===== config.mk =====
export PLATFORM = sky130hd
export DESIGN_NAME = mem_bus_ctrl
export DESIGN_NICKNAME = d
export VERILOG_FILES = /design/src/rtl/mem_bus_ctrl.sv
export SDC_FILE = /design/constraint.sdc
export NUM_CORES = 1
export LEC_CHECK = 0
export CAP_MARGIN = 25
export CORE_MARGIN = 4
export CORE_UTILIZATION = 49
export DETAILED_ROUTE_END_ITERATION = 8
export GPL_TIMING_DRIVEN = 0
export HOLD_SLACK_MARGIN = 0.08
export PLACE_DENSITY = 0.79
export SETUP_SLACK_MARGIN = 0.2
export SKIP_LAST_GASP = 1
export SYNTH_ARGS = -nofsm -noshare
export SYNTH_HDL_FRONTEND = slang
export SYNTH_SLANG_ARGS = --single-unit

===== constraint.sdc =====
create_clock -name clk -period 2.2 [get_ports clk]
set_input_delay 0.66 -clock clk [delete_from_list [all_inputs] [get_ports clk]]
set_output_delay 0.66 -clock clk [all_outputs]
set_load 0.01 [all_outputs]

===== src/rtl/mem_bus_ctrl.sv =====
// ============================================================================
// Module   : mem_bus_ctrl
// Summary  : Takes byte or 16-bit requests from the CPU core and turns each one
//            into one or two RAM accesses with a set number of wait states.
// Revision : 1.0 - initial release
// ============================================================================
`default_nettype none

module mem_bus_ctrl #(
    parameter int ADDR_WIDTH  = 16,
    parameter int DATA_WIDTH  = 8,
    parameter int WAIT_CYCLES = 2
) (
    input  logic                    clk,
    input  logic                    resetn,
    input  logic                    req_valid,
    output logic                    req_ready,
    input  logic                    req_we,
    input  logic                    req_word,
    input  logic [ADDR_WIDTH-1:0]   req_addr,
    input  logic [2*DATA_WIDTH-1:0] req_wdata,
    output logic                    rsp_valid,
    input  logic                    rsp_ready,
    output logic [2*DATA_WIDTH-1:0] rsp_rdata,
    output logic                    mem_enable,
    output logic                    mem_we,
    output logic [ADDR_WIDTH-1:0]   mem_address,
    output logic [DATA_WIDTH-1:0]   mem_wr_data,
    input  logic [DATA_WIDTH-1:0]   mem_rd_data
);

    localparam int              CNT_W    = 4;
    localparam logic [CNT_W-1:0] CNT_LOAD = CNT_W'(WAIT_CYCLES - 1);

    typedef enum logic [1:0] {
        IDLE   = 2'd0,
        ACC_LO = 2'd1,
        ACC_HI = 2'd2,
        RESP   = 2'd3
    } state_t;

    state_t                  state_q;
    logic [CNT_W-1:0]        cnt_q;
    logic                    we_q;
    logic                    word_q;
    logic [ADDR_WIDTH-1:0]   addr_q;
    logic [2*DATA_WIDTH-1:0] wdata_q;
    logic                    req_ready_q;
    logic                    rsp_valid_q;
    logic [2*DATA_WIDTH-1:0] rsp_rdata_q;
    logic                    mem_enable_q;
    logic                    mem_we_q;
    logic [ADDR_WIDTH-1:0]   mem_address_q;
    logic [DATA_WIDTH-1:0]   mem_wr_data_q;

    logic [ADDR_WIDTH-1:0]   w_addr_hi;

    // Natural truncation gives the required wrap from the top address to zero.
    assign w_addr_hi = addr_q + ADDR_WIDTH'(1);

    always_ff @(posedge clk or negedge resetn) begin
        if (!resetn) begin
            state_q       <= IDLE;
            cnt_q         <= '0;
            we_q          <= 1'b0;
            word_q        <= 1'b0;
            addr_q        <= '0;
            wdata_q       <= '0;
            req_ready_q   <= 1'b0;
            rsp_valid_q   <= 1'b0;
            rsp_rdata_q   <= '0;
            mem_enable_q  <= 1'b0;
            mem_we_q      <= 1'b0;
            mem_address_q <= '0;
            mem_wr_data_q <= '0;
        end else begin
            case (state_q)
                IDLE: begin
                    req_ready_q <= 1'b1;
                    if (req_valid && req_ready_q) begin
                        we_q          <= req_we;
                        word_q        <= req_word;
                        addr_q        <= req_addr;
                        wdata_q       <= req_wdata;
                        rsp_rdata_q   <= '0;
                        req_ready_q   <= 1'b0;
                        mem_enable_q  <= 1'b1;
                        mem_we_q      <= req_we;
                        mem_address_q <= req_addr;
                        mem_wr_data_q <= req_wdata[DATA_WIDTH-1:0];
                        cnt_q         <= CNT_LOAD;
                        state_q       <= ACC_LO;
                    end
                end
                ACC_LO: begin
                    if (cnt_q != '0) begin
                        cnt_q <= cnt_q - CNT_W'(1);
                    end else begin
                        if (!we_q) begin
                            rsp_rdata_q[DATA_WIDTH-1:0] <= mem_rd_data;
                        end
                        if (word_q) begin
                            // Enable stays high so the high byte follows with no gap.
                            mem_address_q <= w_addr_hi;
                            mem_wr_data_q <= wdata_q[2*DATA_WIDTH-1:DATA_WIDTH];
                            cnt_q         <= CNT_LOAD;
                            state_q       <= ACC_HI;
                        end else begin
                            mem_enable_q <= 1'b0;
                            mem_we_q     <= 1'b0;
                            rsp_valid_q  <= 1'b1;
                            state_q      <= RESP;
                        end
                    end
                end
                ACC_HI: begin
                    if (cnt_q != '0) begin
                        cnt_q <= cnt_q - CNT_W'(1);
                    end else begin
                        if (!we_q) begin
                            rsp_rdata_q[2*DATA_WIDTH-1:DATA_WIDTH] <= mem_rd_data;
                        end
                        mem_enable_q <= 1'b0;
                        mem_we_q     <= 1'b0;
                        rsp_valid_q  <= 1'b1;
                        state_q      <= RESP;
                    end
                end
                RESP: begin
                    if (rsp_ready) begin
                        rsp_valid_q <= 1'b0;
                        req_ready_q <= 1'b1;
                        state_q     <= IDLE;
                    end
                end
                default: begin
                    state_q <= IDLE;
                end
            endcase
        end
    end

    assign req_ready   = req_ready_q;
    assign rsp_valid   = rsp_valid_q;
    assign rsp_rdata   = rsp_rdata_q;
    assign mem_enable  = mem_enable_q;
    assign mem_we      = mem_we_q;
    assign mem_address = mem_address_q;
    assign mem_wr_data = mem_wr_data_q;

endmodule

`default_nettype wire

# Word level (Yosys, flattened, before mapping)
# Cells that the tools add are included.
# W data, S select, Z words.
dict set report classes {
  n_addsub 2
  n_eq_ne 13
  mux 39
  reduce_logical 17
}
# cell n
set ops {}
lappend ops {{$mux W16} 4}
lappend ops {{$pmux W8 S2} 3}
lappend ops {{$mux W8} 5}
lappend ops {{$pmux W16 S2} 1}
lappend ops {{$reduce_and A4 Y1} 5}
lappend ops {{$ne A2 B2 Y1 const B} 9}
lappend ops {{$add A16 B1 Y16 const B} 1}
lappend ops {{$mux W4} 4}
lappend ops {{$mux W1} 12}
lappend ops {{$pmux W4 S3} 1}
lappend ops {{$reduce_and A5 Y1} 2}
lappend ops {{$pmux W1 S3} 3}
lappend ops {{$mux W2} 4}
lappend ops {{$pmux W2 S4} 1}
lappend ops {{$reduce_bool A2 Y1} 3}
lappend ops {{$reduce_bool A3 Y1} 2}
lappend ops {{$eq A2 B2 Y1 const B} 2}
lappend ops {{$reduce_and A2 Y1} 2}
lappend ops {{$reduce_bool A4 Y1} 1}
lappend ops {{$sub A4 B1 Y4 const B} 1}
lappend ops {{$ne A3 B3 Y1 const B} 1}
lappend ops {{$eq A2 B1 Y1 const B} 1}
lappend ops {{$logic_not A2 Y1} 1}
lappend ops {{$pmux W1 S2} 1}
lappend ops {{$logic_and A1 B1 Y1} 1}
dict set report word_totals {
  register_bits 84
  output_inout_bits 44
  wordCells 85
}

# Depth between registers and ports, before layout
dict set report depth {
  depth_word 4
  ltp_mapped 9
  depth_no_buf 7
}

# Worst setup path after synthesis
# No wires, ideal clock.
dict set report synth_path {
  path_type {register to register}
  from {reg state_q[0]}
  to {reg cnt_q[2]}
  t_arrival_ns 1.847
  required_ns 2.118
  setup_slack_ns 0.271
  stages_incl_launch_ff 9
  path_buffers 1
  period_less_slack_ns 1.929
  path_cell_list {dfrtp_1 inv_1 ha_1 clkbuf_1 a21boi_1 nor2_1 nand3_1 or2_2 a31oi_1}
}
dict set report synth_between {
  elab_chain_cells 3
  word_cells_on_any_way 9
  classes_between {eq/ne: 5; mux: 1; reduce/logical: 3}
}
# item line_no
set synth_lines {}
lappend synth_lines {{from (decl)} 42} ;# state_t state_q;
lappend synth_lines {{from (signal assigned)} 63} ;# state_q <= IDLE;
lappend synth_lines {{from (signal assigned)} 92} ;# state_q <= ACC_LO;
lappend synth_lines {{from (signal assigned)} 107} ;# state_q <= ACC_HI;
lappend synth_lines {{$eq A2 B1 Y1 (tied with other cells)} 77} ;# case (state_q)
lappend synth_lines {{$ne A3 B3 Y1 (no source line) (tied with other cells)} n/a}
lappend synth_lines {{$reduce_and A4 Y1 (no source line)} n/a}
lappend synth_lines {{to (signal assigned)} 97} ;# cnt_q <= cnt_q - CNT_W'(1);
lappend synth_lines {{to (signal assigned)} 118} ;# cnt_q <= cnt_q - CNT_W'(1);
lappend synth_lines {{to (decl)} 43} ;# logic [CNT_W-1:0] cnt_q;
# Parallel ways exist; a longest one is shown, timed or not.
# A chain may end at the register's enable or synchronous reset.

# Worst setup path after layout
dict set report layout_path {
  from {reg state_q[1]}
  to {reg cnt_q[2]}
}
# The elaborated chain is that of the path after synthesis.

==> key figures <==
Worst setup path
  – Crit path buf inv count: 2
  – Flop2flop setup slack: 210 ps
  – Worst path cell trace: inv_1, ha_1, clkbuf_4, a21boi_2, nor2_4, nand3_1, or2_2, a31oi_1
  – WP depth: 8
  – Crit-path max cell delay: 370 ps
  – Critical path capture point type: register
  – Req. time, crit path: roughly 2500 ps
  – CP delay by family, top: simple AND/OR/NAND/NOR gates
  – CP max FO: 10
  – WP data arrival: 2240 ps
  – Worst setup path category: reg -> reg
  – Startpoint types: register
  – Crit-path slowest cell: dfrtp_1
  – Reg2Reg Depth: 8

Die
  – Die X: between 90 and 100 um
  – Die area: 8730 um^2
  – Site Rows: 30
  – Top-Level Pins: 90
  – Initial Util: 0.515
  – Die Y: 93.5 um
  – Core box area: 6940 um^2

Routing
  – Routed WL: 9860 um
  – Via/cell ratio: roughly 5.4
  – Post-route DRC: 0
  – Routed len/inst: 16.2 um
  – Iteration count of the initial detailed-routing pass: 6
  – Routed Antenna Nets: 0
  – Number of DRC markers in iteration 0: 256
  – Via count: 3,274

Synth
  – Area leader, netlist: dfrtp_1
  – Syn Nets: approximately 450
  – Syn Area/Cell: 9.06 um^2
  – Synth area leaders: dfrtp_1 (53%), nand2_1 (12%), o21ai_0 (6.3%), mux2i_1 (3.9%), nand3_1 (2.2%)
  – Post-Synth XOR/XNOR Area: 0.0318
  – Simple-gate share of the synthesized area: 0.199
  – Synth top area share: 0.531
  – Synth Register Bits: 76
  – Synth Cell Area: between 3000 and 4000 um^2
  – Mux contribution to synthesized area: 0.0455
  – Compound-Gate Fraction of Synth Area: 0.131
  – Post-Syn Instances: about 400
  – Synth Area in Adders: 0.0210
  – Synth unique cells: 41
  – Synth warnings: 0
  – Largest family of logic cells by synthesized area: simple AND/OR/NAND/NOR gates
  – Seq/Total Area, Yosys: 0.531

Global route
  – Overflow after GRT: 0
  – First-pass GRT wire length: between 15,000 and 20,000 um
  – Vias in the first global route: about 3.3k
  – Initial antenna violation count: 0
  – GR Util All Layers: 0.233
  – Largest net degree at the start of global routing: 61

Clock network
  – CTS sink count: 76
  – Htree depth: 3
  – Longest Clk Path Bufs: 2
  – CTS tree: built
  – # hold bufs at CTS: 0
  – CTS buffer count: 9
  – Reg clk slew, reported paths: 90 ps
  – Root Buffer Master: clkbuf_8
  – Worst-Skew Late Latency: 350 ps

Final layout
  – Most common cell after layout, fill and taps aside: nand2_1
  – Ant. Diodes: 0
  – Most frequent cells in the layout: nand2_1 (110), clkdlybuf4s50_1 (87), dfrtp_1 (74)
  – Post-route design area: 5050 um^2
  – Final nets: 560
  – Layout cells sized above 1: 0.138
  – Area Overhead vs Synth: 41.1%

STA
  – RSZ-0062 raised after global routing: true
  – Fin crit share: 0.905
  – Fin crit period: 1990 ps
  – Final Hold Fails: 0
  – Setup TNS: 0 ps
  – Worst Tran Pin Value: 531 ps
  – Final Max Slew Viols: 0
  – Setup Skew: 14.0 ps
  – Fmax: 502 MHz
  – Final setup fails: 0
  – Worst rel slew slack: 0.646

Power and ir drop
  – Leakage power: 2.28 nW
  – Seq pwr share: 0.337
  – Clock Power Share: 0.156
  – PD cells: between 1000 and 1500 nW/um^2
  – Pint: around 4.3 mW
  – NetSw: 2.94 mW
  – Comb power frac: 0.506
  – VDD IR max: about 950 uV
  – Switch share: 0.406

Job
  – MaxCap Viol Count: 0

Placement
  – Port Buffers: 89
  – Gp weighted congestion: between 0.8 and 0.9
  – DP Area: 4610 um^2
  – Detailed Place HPWL: 6630 um

Outcome
  – Run status: finished clean

Hold path
  – Hold Path Class: in -> async
power by group through the flow:
| stage | combinational (mW) | sequential [mW] | clock [mW] |
|---|---|---|---|
| 2_1_floorplan | 1.77 | 2.51 | 0 |
| 3_3_place_gp | 3.04 | 2.41 | 0 |
| 3_5_place_dp | 3.16 | 2.44 | 0 |
| 4_1_cts | 3.39 | 2.41 | 1.14 |
| 5_1_grt | 4.04 | 2.51 | 1.20 |
| 6_report | 3.66 | 2.44 | 1.13 |
worst register-to-register path: stages (launching register included):
cell,delay (ps)
dfrtp_1,370
inv_1,80
ha_1,180
clkbuf_4,190
a21boi_2,230
nor2_4,170
nand3_1,170
or2_2,330
a31oi_1,200
registers in the layout, indices dropped and copies added, names as in the netlist:
name,count
word_q,1
mem_enable,1
we_q,1
cnt_q,4
wdata_q,8
addr_q,16
rsp_valid,1
mem_we,1
rsp_rdata,16
mem_address,16
state_q,2
mem_wr_data,8
req_ready,1
final cells by class:
class | instances | area (um^2)
clock buffer | 10 | 138
tap | 96 | 120
buffer | 19 | 108
inverter | 19 | 71.3
clock inverter | 6 | 70.1
fill | 496 | 1890
multi-input combinational | 281 | 1630
sequential | 76 | 1900
timing repair buffer | 102 | 1010
logic make-up (layout without fill, tap and decap cells):
group                      after synthesis  after routing
buffers and inverters                   38            156
adders and majority gates                6              6
xor gates and xnor gates                13             13
AOI/OAI and AO/OA                       79             79
and+or+nand+nor                        167            167
muxes                                   16             16
DFF                                     76             76
repair_timing:
| action | in CTS | in global routing |
|---|---|---|
| setup endpoints to repair | 69 | 50 |
| pin swaps | 1 | 3 |
| setup buffers | 6 | 6 |
| gates resized for setup | 23 | 37 |
final timing paths:
path                                    to         start
setup / recovery                  cnt_q[2]    state_q[1]
hold / removal             mem_address[14]        resetn
max in group asynchronous        addr_q[2]        resetn
hold reg to reg               rsp_rdata[5]  rsp_rdata[5]
setup reg to reg                  cnt_q[2]    state_q[1]
min in group clk              rsp_rdata[5]  rsp_rdata[5]
stage by stage:
step	power [mW]	util	hold WS (ps)	setup WS (ps)	instances
6_report	7.23	0.727	180	209	609
5_1_grt	7.76	0.727	181	111	609
4_1_cts	6.94	0.709	168	188	603
3_5_place_dp	5.60	0.665	465	-359	581
3_3_place_gp	5.46	0.661	458	-2120	580
2_1_floorplan	4.28	-	364	271	395
Yosys cell counts:
library cell / instances
or2_2: 1
o21ai_0: 45
o21ai_1: 1
nor2b_1: 4
o32ai_1: 1
or4_4: 1
a311oi_2: 1
a221oi_1: 3
or2_1: 1
or3_1: 1
nor4b_1: 1
o211ai_1: 1
mux2_2: 2
buf_1: 1
clkbuf_2: 1
nand2b_1: 3
a22oi_1: 1
o21a_1: 1
nand2_1: 110
a41oi_1: 1
o31ai_1: 6
a21oi_1: 8
nor3b_1: 1
inv_1: 19
nand3_1: 16
a211o_1: 1
nor2_1: 17
nor4_1: 2
mux2i_1: 14
a21o_1: 5
dfrtp_1: 76
xor2_1: 5
xnor2_1: 8
buf_2: 1
nand4_1: 2
and3_1: 3
clkbuf_1: 16
a31oi_1: 3
nor3_1: 4
ha_1: 6
a21boi_1: 1
routing by layer:
metal | global-route usage | routed length [um] | vias up
met5 | 0 | 0 | -
met4 | 0.0916 | 140 | 0
met3 | 0.0370 | 569 | 17
met2 | 0.390 | 4880 | 121
met1 | 0.301 | 4270 | 1583
li1 | - | - | 1553
Note: power is estimated with default switching activity, not from simulation.
